==> src/rtl/combined_wire_pkg.sv <==
// Shared writeback types: register, jump and CSR write records plus the commit entry
// that bundles one of each for the in-order commit buffer.
package combined_wire;
  typedef logic        bool;
  typedef logic [31:0] word_t;
  typedef logic [4:0]  reg_addr;

  typedef struct packed {
    logic    reg_write_enable;
    reg_addr reg_dest_addr;
    word_t   reg_write_data;
  } reg_writer;

  typedef struct packed {
    logic  jump_inst;
    logic  do_jump;
    word_t dest_addr;
  } jump_writer;

  typedef struct packed {
    logic [11:0] csr_addr;
    word_t       csr_data;
  } csr_writer;

  typedef struct packed {
    reg_writer  reg_w;
    jump_writer jump_w;
    bool        csr_en;
    csr_writer  csr_w;
  } commit_entry;

  localparam int WB_COMMIT_DEPTH_DEFAULT = 4;
endpackage

==> src/rtl/wb_commit_buffer_fwd.sv <==
// Forwarding lookup for one port: youngest occupied entry writing the requested register wins.
// Only compiled into the buffer when WB_COMMIT_FWD_EN is defined.
module wb_commit_fwd
  import combined_wire::*;
#(
  parameter int DEPTH = WB_COMMIT_DEPTH_DEFAULT
) (
  input  commit_entry                    entries [DEPTH],
  input  logic [$clog2(DEPTH+1)-1:0]     count,
  input  logic [$clog2(DEPTH)-1:0]       head,
  input  reg_addr                        addr,
  output logic                           hit,
  output word_t                          data
);
  localparam int PW = $clog2(DEPTH);
  localparam int CW = $clog2(DEPTH + 1);

  // Walk oldest to youngest so a younger match overrides an older one.
  always_comb begin
    logic [PW-1:0] idx;
    hit  = 1'b0;
    data = '0;
    idx  = head;
    for (int i = 0; i < DEPTH; i++) begin
      idx = head + PW'(i);
      if ((CW'(i) < count) && (addr != '0) &&
          entries[idx].reg_w.reg_write_enable &&
          (entries[idx].reg_w.reg_dest_addr == addr)) begin
        hit  = 1'b1;
        data = entries[idx].reg_w.reg_write_data;
      end
    end
  end
endmodule

==> src/rtl/wb_commit_buffer.sv <==
// In-order commit buffer: entries retire one per cycle; a retiring taken jump squashes younger
// entries. Define WB_COMMIT_FWD_EN to add the decode forwarding lookup ports.
//
// Handshake: a transfer happens on a clock edge where valid && ready; valid never depends on
// ready, and in_ready/out_valid depend on registered state only.
module wb_commit_buffer
  import combined_wire::*;
#(
  parameter int DEPTH = WB_COMMIT_DEPTH_DEFAULT
`ifdef WB_COMMIT_FWD_EN
  , parameter int NUM_FWD = 2
`endif
) (
  input  logic                         clk,
  input  logic                         reset_n,
  input  logic                         flush,
  input  logic                         in_valid,
  output logic                         in_ready,
  input  reg_writer                    in_reg,
  input  jump_writer                   in_jump,
  input  bool                          in_csr_en,
  input  csr_writer                    in_csr,
  output logic                         out_valid,
  input  logic                         out_ready,
  output reg_writer                    out_reg,
  output jump_writer                   out_jump,
  output bool                          out_csr_en,
  output csr_writer                    out_csr,
  output logic [$clog2(DEPTH+1)-1:0]   count,
  output logic [63:0]                  retire_count,
  output logic                         squash
`ifdef WB_COMMIT_FWD_EN
  ,
  input  reg_addr                      fwd_addr [NUM_FWD],
  output logic                         fwd_hit  [NUM_FWD],
  output word_t                        fwd_data [NUM_FWD]
`endif
);
  localparam int PW = $clog2(DEPTH);
  localparam int CW = $clog2(DEPTH + 1);

  commit_entry   mem [DEPTH];
  logic [PW-1:0] head, tail, head_next;
  commit_entry   in_entry, head_entry;
  logic          push, pop, taken, write_en;

  assign in_ready  = (count < CW'(DEPTH));
  assign out_valid = (count != '0);
  assign push      = in_valid && in_ready;
  assign pop       = out_valid && out_ready;

  assign head_entry = mem[head];
  assign out_reg    = head_entry.reg_w;
  assign out_jump   = head_entry.jump_w;
  assign out_csr_en = head_entry.csr_en;
  assign out_csr    = head_entry.csr_w;

  assign taken     = pop && head_entry.jump_w.jump_inst && head_entry.jump_w.do_jump;
  // Flush outranks the squash, so no squash pulse is reported under a flush.
  assign squash    = taken && !flush;
  assign head_next = pop ? head + PW'(1) : head;
  assign write_en  = push && !flush && !taken;

  // Writes to x0 are architecturally void, so drop the enable at enqueue.
  always_comb begin
    in_entry        = '{reg_w: in_reg, jump_w: in_jump, csr_en: in_csr_en, csr_w: in_csr};
    in_entry.reg_w.reg_write_enable = in_reg.reg_write_enable && (in_reg.reg_dest_addr != '0);
  end

  always_ff @(posedge clk) begin
    if (write_en) mem[tail] <= in_entry;
  end

  always_ff @(posedge clk) begin
    if (!reset_n) begin
      head         <= '0;
      tail         <= '0;
      count        <= '0;
      retire_count <= '0;
    end else begin
      head <= head_next;
      if (pop) retire_count <= retire_count + 64'd1;
      if (flush || taken) begin
        count <= '0;
        tail  <= head_next;
      end else begin
        if (push) tail <= tail + PW'(1);
        case ({push, pop})
          2'b10:   count <= count + CW'(1);
          2'b01:   count <= count - CW'(1);
          default: count <= count;
        endcase
      end
    end
  end

`ifdef WB_COMMIT_FWD_EN
  for (genvar g = 0; g < NUM_FWD; g++) begin : g_fwd
    wb_commit_fwd #(.DEPTH(DEPTH)) u_fwd (
      .entries (mem),
      .count   (count),
      .head    (head),
      .addr    (fwd_addr[g]),
      .hit     (fwd_hit[g]),
      .data    (fwd_data[g])
    );
  end
`endif
endmodule

==> config.mk <==
export PLATFORM = sky130hd
export DESIGN_NAME = wb_commit_buffer
export DESIGN_NICKNAME = d
export VERILOG_FILES = /design/src/rtl/combined_wire_pkg.sv /design/src/rtl/wb_commit_buffer_fwd.sv /design/src/rtl/wb_commit_buffer.sv
export SDC_FILE = /design/constraint.sdc
export NUM_CORES = 1
export LEC_CHECK = 0
export BUFFER_PORTS_ARGS = -buffer_cell sky130_fd_sc_hd__buf_2
export CORE_MARGIN = 1
export CORE_UTILIZATION = 45
export DETAILED_ROUTE_END_ITERATION = 16
export PLACE_DENSITY = 0.66
export SYNTH_ARGS = -nofsm -noshare
export SYNTH_HDL_FRONTEND = slang
export SYNTH_SLANG_ARGS = --single-unit
==> constraint.sdc <==
create_clock -name clk -period 7.2 [get_ports clk]
set_input_delay 1.44 -clock clk [delete_from_list [all_inputs] [get_ports clk]]
set_output_delay 1.44 -clock clk [all_outputs]
set_load 0.02 [all_outputs]
==> metrics.log <==
INFO  metric grt_antenna_before_repair = 12
INFO  metric number_of_post_cts_setup_repair_buffers = 0
INFO  metric initial_utilization = between 40% and 50%
INFO  metric power-per-cell-area = roughly 280 nW/um^2
INFO  metric drt_iter0_drc = slightly below 700
INFO  metric clock_pin_slew_of_the_registers_on_the_worst_case_setup_and_hold_paths = approximately 0.060 ns
INFO  metric cts_inserted_buffers = 55
INFO  metric timing.critical_path.from = head[0]
INFO  metric routedWlPerCell = between 20 and 25 um
INFO  metric cts_hold_repair.buffers = 0
INFO  metric drive_gt1_share = around two fifths
INFO  metric tritoncts_clock_tree = yes
INFO  metric detail-route-antenna-nets = 0
INFO  metric cpLargestDelayFamily = buffers and inverters
INFO  metric power.share.combinational = roughly 6%
INFO  metric drt-vias-per-instance = about 5.4
INFO  metric most_common_cell_in_the_netlist = sky130_fd_sc_hd__edfxtp_1
INFO  metric final.hold.worst_slack = between 0.4 and 0.5 ns
INFO  metric power.switching_fraction = a little over a fifth
INFO  metric yosys.area.top_type = sky130_fd_sc_hd__edfxtp_1
INFO  metric cap_violations = 0
INFO  metric finalPower = just under 7 mW
INFO  metric fin_skew = approximately 0.024 ns
INFO  metric drv_slew = 0
INFO  metric clock_tree.buffer_depth = 3
INFO  metric synthesis.yosys.warnings = 0
INFO  metric slew-limit-headroom = between 30% and 40%
INFO  metric power.internal = roughly 5.3 mW
INFO  metric fp.coreArea = between 40000 and 50000 um^2
INFO  metric drt_wl_total = around 41000 um
INFO  metric die_height = around 210 um
INFO  metric reg2reg_from = head[0]
INFO  metric power_leakage = between 8 and 9 nW
INFO  metric remaining_drc_errors = 0
INFO  metric post_synth_num_cell_types = 43
INFO  metric seqPwrFrac = between 50% and 60%
INFO  metric ir_worst_vdd = about 200 uV
INFO  metric final.fill_count = ~3500
INFO  metric io_buffer_count = a little over 300
INFO  metric worst_path_largest_cell_delay = 0.85 ns
INFO  metric post-dp-hpwl = about 25000 um
INFO  metric hold_viol_final = 0
INFO  metric final_sum_of_negative_setup_slack = 0 ns
INFO  metric cts_resized = 0
INFO  metric synthesis.nets = 1149
INFO  metric post_synth.cell_area_avg = around 20 um^2
INFO  metric cp-start-kind = flip-flop
INFO  metric synth_common_cells = sky130_fd_sc_hd__edfxtp_1, sky130_fd_sc_hd__mux4_2, sky130_fd_sc_hd__dfxtp_1, sky130_fd_sc_hd__a21oi_1, sky130_fd_sc_hd__nor2_1
INFO  metric design.die.area = 46000 um^2
INFO  metric yosys_register_bits = between 500 and 600
INFO  metric net-switching-power = 1.45 mW
INFO  metric timing.critical_path.fanout_max = 44
INFO  metric grt_util_all_layers = between 10% and 20%
INFO  metric synthToLayoutAreaGrowth = 19.9%
INFO  metric drt_pass1_iterations = 4
INFO  metric synth.top_cells.by_area = sky130_fd_sc_hd__edfxtp_1, sky130_fd_sc_hd__mux4_2, sky130_fd_sc_hd__dfxtp_1
INFO  metric worst_pin_slew = 0.934 ns
INFO  metric min-delay-path-class = flip-flop to flip-flop
INFO  metric period_share = 64.0%
INFO  metric synth_ff_type = sky130_fd_sc_hd__edfxtp_1
INFO  metric final_worst_path_period_need = about 4.6 ns
INFO  metric yosysSeqAreaShare = between 70% and 80%
INFO  metric floorplan.rows = between 70 and 80
INFO  metric worst-setup-path-type = flip-flop to output port
INFO  metric async_sr_flop_fraction = 0%
INFO  metric overflow = 0
INFO  metric clock-sinks = 539
INFO  metric place_congestion = ~0.79
INFO  metric yosys.area.top_type_share = 69.2%
INFO  metric min_from = retire_count[39]
INFO  metric first_pass_grt_wire_length = roughly 64000 um
INFO  metric cts_max_level = 2
INFO  metric worst_skew_pair.late_latency = about 0.62 ns
INFO  metric grt_start_max_net_pins = between 70 and 80
INFO  metric max_freq = between 0.2 and 0.25 GHz
INFO  metric path_cells = buf_4, mux4_2, buf_2
INFO  metric layout.nets = ~1500
INFO  metric synth_cells = a little over 1000
INFO  metric grt_setup_unrepaired = no
INFO  metric setup_viol_count_final = 0
INFO  metric dpl_worst_slack = 2.75 ns
INFO  metric crit_path_top_delay_cell = sky130_fd_sc_hd__dfxtp_4
INFO  metric clockPowerShare = 42.2%
INFO  metric ioPinCount = about 310
INFO  metric die_w = between 200 and 250 um
INFO  metric cp-end-kind = output port
INFO  metric timing.critical_path.required = about 5.8 ns
INFO  metric clock-root-buffer = sky130_fd_sc_hd__clkbuf_16
INFO  metric netlist_area = 20300 um^2
INFO  metric critPathBufInv = 2
INFO  metric synth-edff-count = between 400 and 500
INFO  metric run_status = completed
INFO  metric grt_pass1_vias = between 10000 and 15000
INFO  metric crit_path_dat = between 3 and 4 ns
INFO  metric via_count = around 11000
INFO  metric postLayoutSetupSlackWorst = 2.59 ns
## through the flow
stage               util [%]  cell area, um^2  cells
floorplan                  -            20300   1020
global placement        50.8            22500   1886
detailed placement      50.8            22500   1886
CTS                     54.9            24300   1987
global route            54.9            24300   1987
finish                  54.9            24300   1992
## layout make-up
| cell class | instances | area [um^2] | area share (%) |
|---|---|---|---|
| clock inverters | 40 | 424 | 1.74 |
| diodes | 5 | 12.5 | 0.0514 |
| clock buffers | 61 | 1400 | 5.75 |
| well taps | 592 | 741 | 3.04 |
| repair buffers | 318 | 1650 | 6.80 |
| inverters | 13 | 48.8 | 0.200 |
| flip-flops and latches | 539 | 15500 | 63.6 |
| multi-input cells | 424 | 4580 | 18.8 |
## kinds of logic (layout without fill, tap and decap cells)
kind of cell    after synthesis  after routing  share of synthesized area (%)
buf+inv                      57            432                           1.28
other cells                   0              5                              0
compound gates               83             83                           2.31
simple gates                184            184                           5.30
mux                         119            119                           13.1
flops                       539            539                           76.2
xor+xnor                     31             31                           1.34
fa+ha+maj                     7              7                          0.468
## worst reg2reg max path, delay by kind of cell, from the launching register on
family | cells | cell delay, ns
compound gates | 1 | 0.46
buf+inv | 1 | 0.65
simple gates | 2 | 1.09
mux | 1 | 0.65
flops | 1 | 0.85
## layer usage
metal	share of wire [%]	wire length [um]	track usage (%)	vias up
met5	0.27	110	0	-
met4	1.9	773	5.50	16
met3	8.4	3470	6.58	67
met2	48	20000	29.5	300
met1	41	17000	23.2	5437
li1	-	-	-	4846
## sequential cells by signal, indices dropped and copies added (netlist names)
name / cells
head: 2
tail: 2
retire_count: 64
mem: 468
count: 3
## power by group through the flow
stage / Clock [mW] / Combinational (mW) / Sequential [mW]
floorplan: 0 / 0.248 / 3.55
global placement: 0 / 0.407 / 3.55
detailed placement: 0 / 0.412 / 3.55
CTS: 2.91 / 0.413 / 3.49
global route: 3.02 / 0.436 / 3.49
finish: 2.84 / 0.404 / 3.49
## worst paths after layout
path	cells after the start	end	slack [ns]
hold / removal	2	retire_count[39]	0.50
setup reg to reg	5	mem[0][113]	3.12
hold reg to reg	2	retire_count[39]	0.50
setup / recovery	3	out_reg[1]	2.59
## cells in the final DEF, fill, tap and decap left out, types with 5 or more instances in the layout
| master | n |
|---|---|
| sky130_fd_sc_hd__buf_4 | 7 |
| sky130_fd_sc_hd__xnor2_1 | 15 |
| sky130_fd_sc_hd__a21oi_1 | 37 |
| sky130_fd_sc_hd__or3_1 | 26 |
| sky130_fd_sc_hd__o21ai_0 | 27 |
| sky130_fd_sc_hd__or4_1 | 11 |
| sky130_fd_sc_hd__mux4_2 | 117 |
| sky130_fd_sc_hd__bufinv_16 | 7 |
| sky130_fd_sc_hd__nor3_1 | 6 |
| sky130_fd_sc_hd__nor2_1 | 35 |
| sky130_fd_sc_hd__dfxtp_1 | 69 |
| sky130_fd_sc_hd__o31ai_1 | 11 |
| sky130_fd_sc_hd__xor2_1 | 16 |
| sky130_fd_sc_hd__nor4_1 | 6 |
| sky130_fd_sc_hd__edfxtp_1 | 468 |
| sky130_fd_sc_hd__buf_2 | 308 |
| sky130_fd_sc_hd__clkinv_2 | 13 |
| sky130_fd_sc_hd__clkinv_1 | 13 |
| sky130_fd_sc_hd__nand3_1 | 29 |
| sky130_fd_sc_hd__clkbuf_1 | 6 |
| sky130_fd_sc_hd__and3_1 | 6 |
| sky130_fd_sc_hd__nand2_1 | 23 |
| sky130_fd_sc_hd__clkbuf_16 | 55 |
| sky130_fd_sc_hd__inv_1 | 12 |
| sky130_fd_sc_hd__nand4_1 | 18 |
| sky130_fd_sc_hd__diode_2 | 5 |
| sky130_fd_sc_hd__ha_1 | 6 |
No activity file was read; power rests on OpenSTA's default activity.
